### src/rtl/mul_flag_sched.sv
// Execute-stage scheduler for the iterative multiplier: owns the NZCV flag
// register, launches MUL/MULS, stalls F/D/E and arbitrates flag writes.
module mul_flag_sched #(
  parameter int unsigned MUL_CYCLES = 8,
  parameter int unsigned CNT_W      = 4
) (
  input  logic       clk,
  input  logic       reset,
  input  logic       MulStartE,
  input  logic       MulSE,
  input  logic       CondExE,
  input  logic [1:0] ALUFlagWriteE,
  input  logic [3:0] ALUFlagsE,
  input  logic       MulN,
  input  logic       MulZ,
  output logic       MulGo,
  output logic       StallF,
  output logic       StallD,
  output logic       StallE,
  output logic [3:0] Flags,
  output logic       MulBusy
);

  localparam logic [1:0] S_IDLE = 2'b00;
  localparam logic [1:0] S_BUSY = 2'b01;
  localparam logic [1:0] S_DONE = 2'b10;

  localparam logic [CNT_W-1:0] CNT_LOAD = CNT_W'(MUL_CYCLES - 1);
  localparam logic [CNT_W-1:0] CNT_ONE  = CNT_W'(1);

  logic [1:0]       state_q, state_d;
  logic [CNT_W-1:0] cnt_q, cnt_d;
  logic             mul_s_q, mul_s_d;
  logic [3:0]       flags_q, flags_d;

  logic launch_c;
  logic alu_ok_c;
  logic go_c;
  logic stall_c;

  assign launch_c = MulStartE & CondExE;

  // State, busy counter, S-bit latch and NZCV register.
  always_ff @(posedge clk or negedge reset) begin
    if (!reset) begin
      state_q <= S_IDLE;
      cnt_q   <= '0;
      mul_s_q <= 1'b0;
      flags_q <= 4'b0000;
    end else begin
      state_q <= state_d;
      cnt_q   <= cnt_d;
      mul_s_q <= mul_s_d;
      flags_q <= flags_d;
    end
  end

  // Next-state, launch/stall decode and flag-write arbitration.
  always_comb begin
    state_d  = state_q;
    cnt_d    = cnt_q;
    mul_s_d  = mul_s_q;
    flags_d  = flags_q;
    go_c     = 1'b0;
    stall_c  = 1'b0;
    alu_ok_c = 1'b0;

    unique case (state_q)
      S_IDLE: begin
        // ALU writes only when Execute holds a non-MUL instruction.
        alu_ok_c = CondExE & ~MulStartE;
        if (alu_ok_c && ALUFlagWriteE[1]) begin
          flags_d[3:2] = ALUFlagsE[3:2];
        end
        if (alu_ok_c && ALUFlagWriteE[0]) begin
          flags_d[1:0] = ALUFlagsE[1:0];
        end
        if (launch_c) begin
          go_c    = 1'b1;
          stall_c = 1'b1;
          cnt_d   = CNT_LOAD;
          mul_s_d = MulSE;
          state_d = S_BUSY;
        end
      end
      S_BUSY: begin
        stall_c = 1'b1;
        if (cnt_q == '0) begin
          state_d = S_DONE;
        end else begin
          cnt_d = cnt_q - CNT_ONE;
        end
      end
      S_DONE: begin
        // MUL writeback of N/Z; C and V hold. Launches here are ignored.
        if (mul_s_q) begin
          flags_d[3:2] = {MulN, MulZ};
        end
        state_d = S_IDLE;
      end
      default: begin
        state_d = S_IDLE;
      end
    endcase
  end

  // Combinational outputs are forced low while reset is asserted.
  assign MulGo   = go_c & reset;
  assign StallF  = stall_c & reset;
  assign StallD  = stall_c & reset;
  assign StallE  = stall_c & reset;
  assign Flags   = flags_q;
  assign MulBusy = (state_q != S_IDLE);

endmodule

### config.mk
export PLATFORM = sky130hd
export DESIGN_NAME = mul_flag_sched
export DESIGN_NICKNAME = d
export VERILOG_FILES = /design/src/rtl/mul_flag_sched.sv
export SDC_FILE = /design/constraint.sdc
export NUM_CORES = 1
export LEC_CHECK = 0
export BUFFER_PORTS_ARGS = -buffer_cell sky130_fd_sc_hd__buf_2
export CORE_AREA = 2 2 39 41
export DETAILED_ROUTE_END_ITERATION = 10
export DIE_AREA = 0 0 41 43
export MAX_ROUTING_LAYER = met4
export PLACE_DENSITY = 0.78
export SLEW_MARGIN = 20
export SYNTH_ARGS = -nofsm -noshare
export SYNTH_HDL_FRONTEND = slang
export SYNTH_SLANG_ARGS = --single-unit
### constraint.sdc
create_clock -name clk -period 3.8 [get_ports clk]
set_clock_uncertainty 0.2 [all_clocks]
set_input_delay 0.19 -clock clk [delete_from_list [all_inputs] [get_ports clk]]
set_output_delay 0.19 -clock clk [all_outputs]
set_load 0.05 [all_outputs]
== Word-level counts from Yosys, hierarchy flattened ==
Index checks and enable logic that the tools add are counted.
Storage, ports and cells
  output and inout bits: 9
  flip-flop bits (word level): 11
  word-level logic and storage cells: 42
Operators by class
  mux-type cells: 12
  bitwise gates (word level): 5
  equality and inequality tests: 7
  reductions and logical operators: 12
  add/subtract/negate cells: 1
Operator list (number)
  inequality test 2 bit, second input constant: 5
  two-way mux 2 bit: 4
  two-way mux 4 bit: 2
  case mux 2 bit (2 select lines): 2
  case mux 4 bit (2 select lines): 1
  AND reduction 2 bit: 3
  AND reduction 3 bit: 2
  nonzero test 2 bit: 3
  AND 1 bit: 4
  zero test 4 bit: 1
  subtractor 4 x 1 -> 4 bit, second input constant: 1
  equality test 2 x 1 -> 1 bit, second input constant: 1
  equality test 2 bit, second input constant: 1
  logical AND 1 bit: 2
  zero test 2 bit: 1
  two-way mux 1 bit: 2
  case mux 1 bit (2 select lines): 1
  NOT 1 bit: 1

== Longest topological paths before layout ==
  depth in word-level cells: 5
  depth in mapped cells: 5
  mapped depth without buffers: 5

== Worst setup path after synthesis ==
No wires, ideal clock.
  path type: reg-to-output
  from: reg state_q[0]
  to: out StallE
  stages on the path, launching flop included: 4
  slack: 1317 ps
  buffers on the path: 1
  arrival: 2093 ps
  data required time: 3410 ps
  path through: dfrtp_1 a21oi_1 nor3b_1 buf_4
Between the ends
  cells in the longest elaborated chain, start to end: 3
RTL lines
  from (decl): line 31  | logic [1:0] state_q, state_d;
  from (signal assigned): line 51  | state_q <= state_d;
  equality test 2 x 1 -> 1 bit or zero test 2 bit (tied branches): line 68  | unique case (state_q)
  case mux 1 bit (2 select lines) (*): line 68
  AND 1 bit (*)
  to (decl): line 19  | output logic StallE,
Every way passes the cells marked *; elsewhere a longest branch is shown, timed or not.

== Worst setup path after layout ==
  from: in reset
  to: out StallD
Between the ends
  cells in the longest elaborated chain, start to end: 1
RTL lines
  from (decl): line 8  | input logic reset,
  AND 1 bit: line 110  | assign StallD = stall_c & reset;
  to (decl): line 18  | output logic StallD,
Every way passes these cells.

==> flow_summary.yaml <==
setup_path:
  worstSetupStartpointType: "primary input"
  cp_slowest_cell: "dlygate4sd3_1"
  reg2regPathDepth: 5
  cpPeakStageDelay_ps: 520
  cp.required_ps: 3410
  worstPathMaxFanout: 13
  r2r-end: "cnt_q[0]$_DFFE_PN0P_"
  rrSetupSlack_ps: 2090
  r2r-start: "cnt_q[0]$_DFFE_PN0P_"
  path_cells: "dlygate4sd3_1 > buf_2 > nor3b_1 > buf_2"
  cp_common_cell: "buf_2"
  arrival_ps: 1610
  critical_path_class: "in2out"
  cp-end-kind: "primary output"
layout:
  drive_above_1_share: 0.3816
  diodes: 0
  nNetsFinal: 91
  area_growth_pct: 30.79
  fin_area_sq_um: 749.5
drt:
  ant_nets: 0
  wl_microns: 1033
  dr.pass1.iters: 4
  drc_errors: 0
  drt_iter0_drc: 5
  avgViaCountPerCell: 4.946
  vias: 455
  wire_per_inst_microns: 11.23
synth:
  synth_compound_area_frac: 0.06769
  netlist_area_sq_um: 573.1
  yosys.area_share.simple: 0.2183
  synth_edf_count: 0
  synth_flop_cell: "dfrtp_1"
  synth_xor_area_frac: 0
  syn_area_per_cell_sq_um: 11.69
  synth_top_family_by_area: "simple AND/OR/NAND/NOR gates"
  yosysWarnings: 0
  yosysUniqueCellTypes: 25
  synth-seq-area-share: 0.4803
  async_flop_share: 1.000
  ys_ff_latch: 11
  synth.area.mux_share: 0.1725
  synthAdderAreaFrac: 0.02183
  syn_nets: 63
  synthCells: 49
hold_path:
  whs_path_depth: 3
  holdCritStartpoint: "ALUFlagWriteE[0]"
  hold_class: "in2reg"
  whs_endpoint: "Flags[1]$_DFFE_PN0P_"
timing:
  finalHoldViolCount: 0
  layout_min_cycle_time_ps: 1998
  worst_slew_pin_slew_ps: 280.6
  slew_viol_final: 0
  rsz0062_at_grt: "false"
  fin_crit_sh: 0.5259
  max_freq_mhz: 500.4
  setup_viol: 0
  fin_tns_setup_ps: 0
  relSlewSlack: 0.8125
global_route:
  grt_max_degree: 14
  grt_pass1_vias: 354
  grt_pass1_wl_microns: 1449
  grt_overflow: 0
  antenna_found_initial: 0
  grtUsageTotal: 0.1261
clock_network:
  htreeDepth: 1
  cts_inserted_buffers: 3
  clk_pin_slew_ps: 60
  tritoncts: "yes"
  cts.sinks: 11
  cts_setup_buffers: 0
  clockRootBuffer: "clkbuf_4"
  cts_max_path_buffers: 2
  clkLatencyLatePin_ps: 270
power_and_ir_drop:
  peakVddDrop_uv: 413.1
  power_leakage_nw: 0.3593
  p_int_mw: 0.3285
  p_switching_mw: 0.2961
  swShare: 0.4741
  clockPowerShare: 0.125
  p_seq_frac: 0.346
  powerDensity_mw_per_mm2: 833.5
  combPwrFrac: 0.529
placed_design:
  io_buffer_count: 21
  placed_area_sq_um: 683.2
  place_congestion: 0.6807
  post-dp-hpwl_microns: 751.1
die:
  die_x_microns: 41
  die-area_sq_mm: 0.001763
  rows: 14
  core_sq_mm: 0.001384
  initial_utilization: 0.4141
  io_pins: 22
  fp.dieH_microns: 43
run_status:
  status: "completed"
job:
  cap_violations: 0
-- logic make-up after synthesis --
kind of cell / count (synthesis)
muxes: 9
DFF: 11
AOI/OAI and AO/OA: 6
adders and majority gates: 1
buffers and inverters: 4
and+or+nand+nor: 18
-- final cells by class --
cell class,instances,area [sq um]
fillers,132,634.4
flip-flops and latches,11,275.3
multi-input cells,34,275.3
repair buffers,25,145.1
clock buffers,4,26.28
well taps,16,20.02
inverters,2,7.507
-- placed cells by master (no fill, tap or decap), types with 2 or more instances in the layout --
cell type and count:
mux2_1 5, mux2_2 2, dfrtp_1 11, mux2i_1 2, clkbuf_4 3, nand2b_1 2
buf_2 21, a31oi_1 2, dlygate4sd3_1 4, inv_1 2, nor2b_1 2, nand2_1 3
a21oi_1 2
-- per-layer routing --
layer	vias to the layer above	GRT usage	share of wire
li1	230	-	-
met1	204	0.1478	0.43
met2	19	0.1938	0.46
met3	2	0.03141	0.088
met4	0	0.06000	0.018
met5	-	-	0
-- per-stage QoR --
step                      total power [mW]  setup slack [ps]  utilization  hold slack, ps  std cells
final                               0.6247              1802       0.5416           64.13         92
after global routing                0.6692              1646       0.5416           68.91         92
after CTS                           0.6287              1785       0.5416           65.79         92
after detailed placement            0.5483              2107       0.4937          -122.8         84
after global placement              0.5371              2180       0.4937          -119.7         84
after floorplan                     0.4827              1317            -          -305.6         49
-- worst max-delay path: cells and delay by family --
family | cells | cell delay (ps)
buffers and inverters | 3 | 1100
and+or+nand+nor | 1 | 310
-- power groups by stage --
stage / Combinational [mW] / Sequential (mW) / Clock (mW)
after floorplan: 0.196 / 0.287 / 0
after global placement: 0.322 / 0.215 / 0
after detailed placement: 0.330 / 0.218 / 0
after CTS: 0.334 / 0.216 / 0.0794
after global routing: 0.357 / 0.224 / 0.0875
final: 0.331 / 0.216 / 0.0778
-- flip-flops by register name, indices dropped and copies added, names as in the netlist --
register	count
Flags	4
cnt_q	4
mul_s_q	1
state_q	2
-- synth_stat cells, drive strengths merged, types with 2 or more instances --
| cell | number | area [sq um] |
|---|---|---|
| a21oi | 2 | 10.01 |
| buf | 2 | 15.01 |
| nor2b | 2 | 12.51 |
| inv | 2 | 7.510 |
| mux2i | 2 | 20.02 |
| mux2 | 7 | 78.82 |
| dfrtp | 11 | 275.3 |
| a31oi | 2 | 12.51 |
| nand2b | 2 | 12.51 |
| nand2 | 3 | 11.26 |
-- repair_timing --
item	CTS	global route
hold endpoints to repair	14	0
hold buffers	4	0
resized for setup	0	0
-- worst max path at each step --
stage | startpoint | end | slack [ps] | cells past startpoint
global placement | cnt_q[0]$_DFFE_PN0P_ | cnt_q[0]$_DFFE_PN0P_ | 2180 | 5
floorplan | state_q[0]$_DFFE_PN0P_ | StallE | 1320 | 3
finish | reset | StallD | 1800 | 4
global route | reset | StallD | 1650 | 4
detailed placement | cnt_q[0]$_DFFE_PN0P_ | cnt_q[0]$_DFFE_PN0P_ | 2110 | 5
CTS | reset | StallD | 1780 | 4
Power figures use the tool's default switching activity.
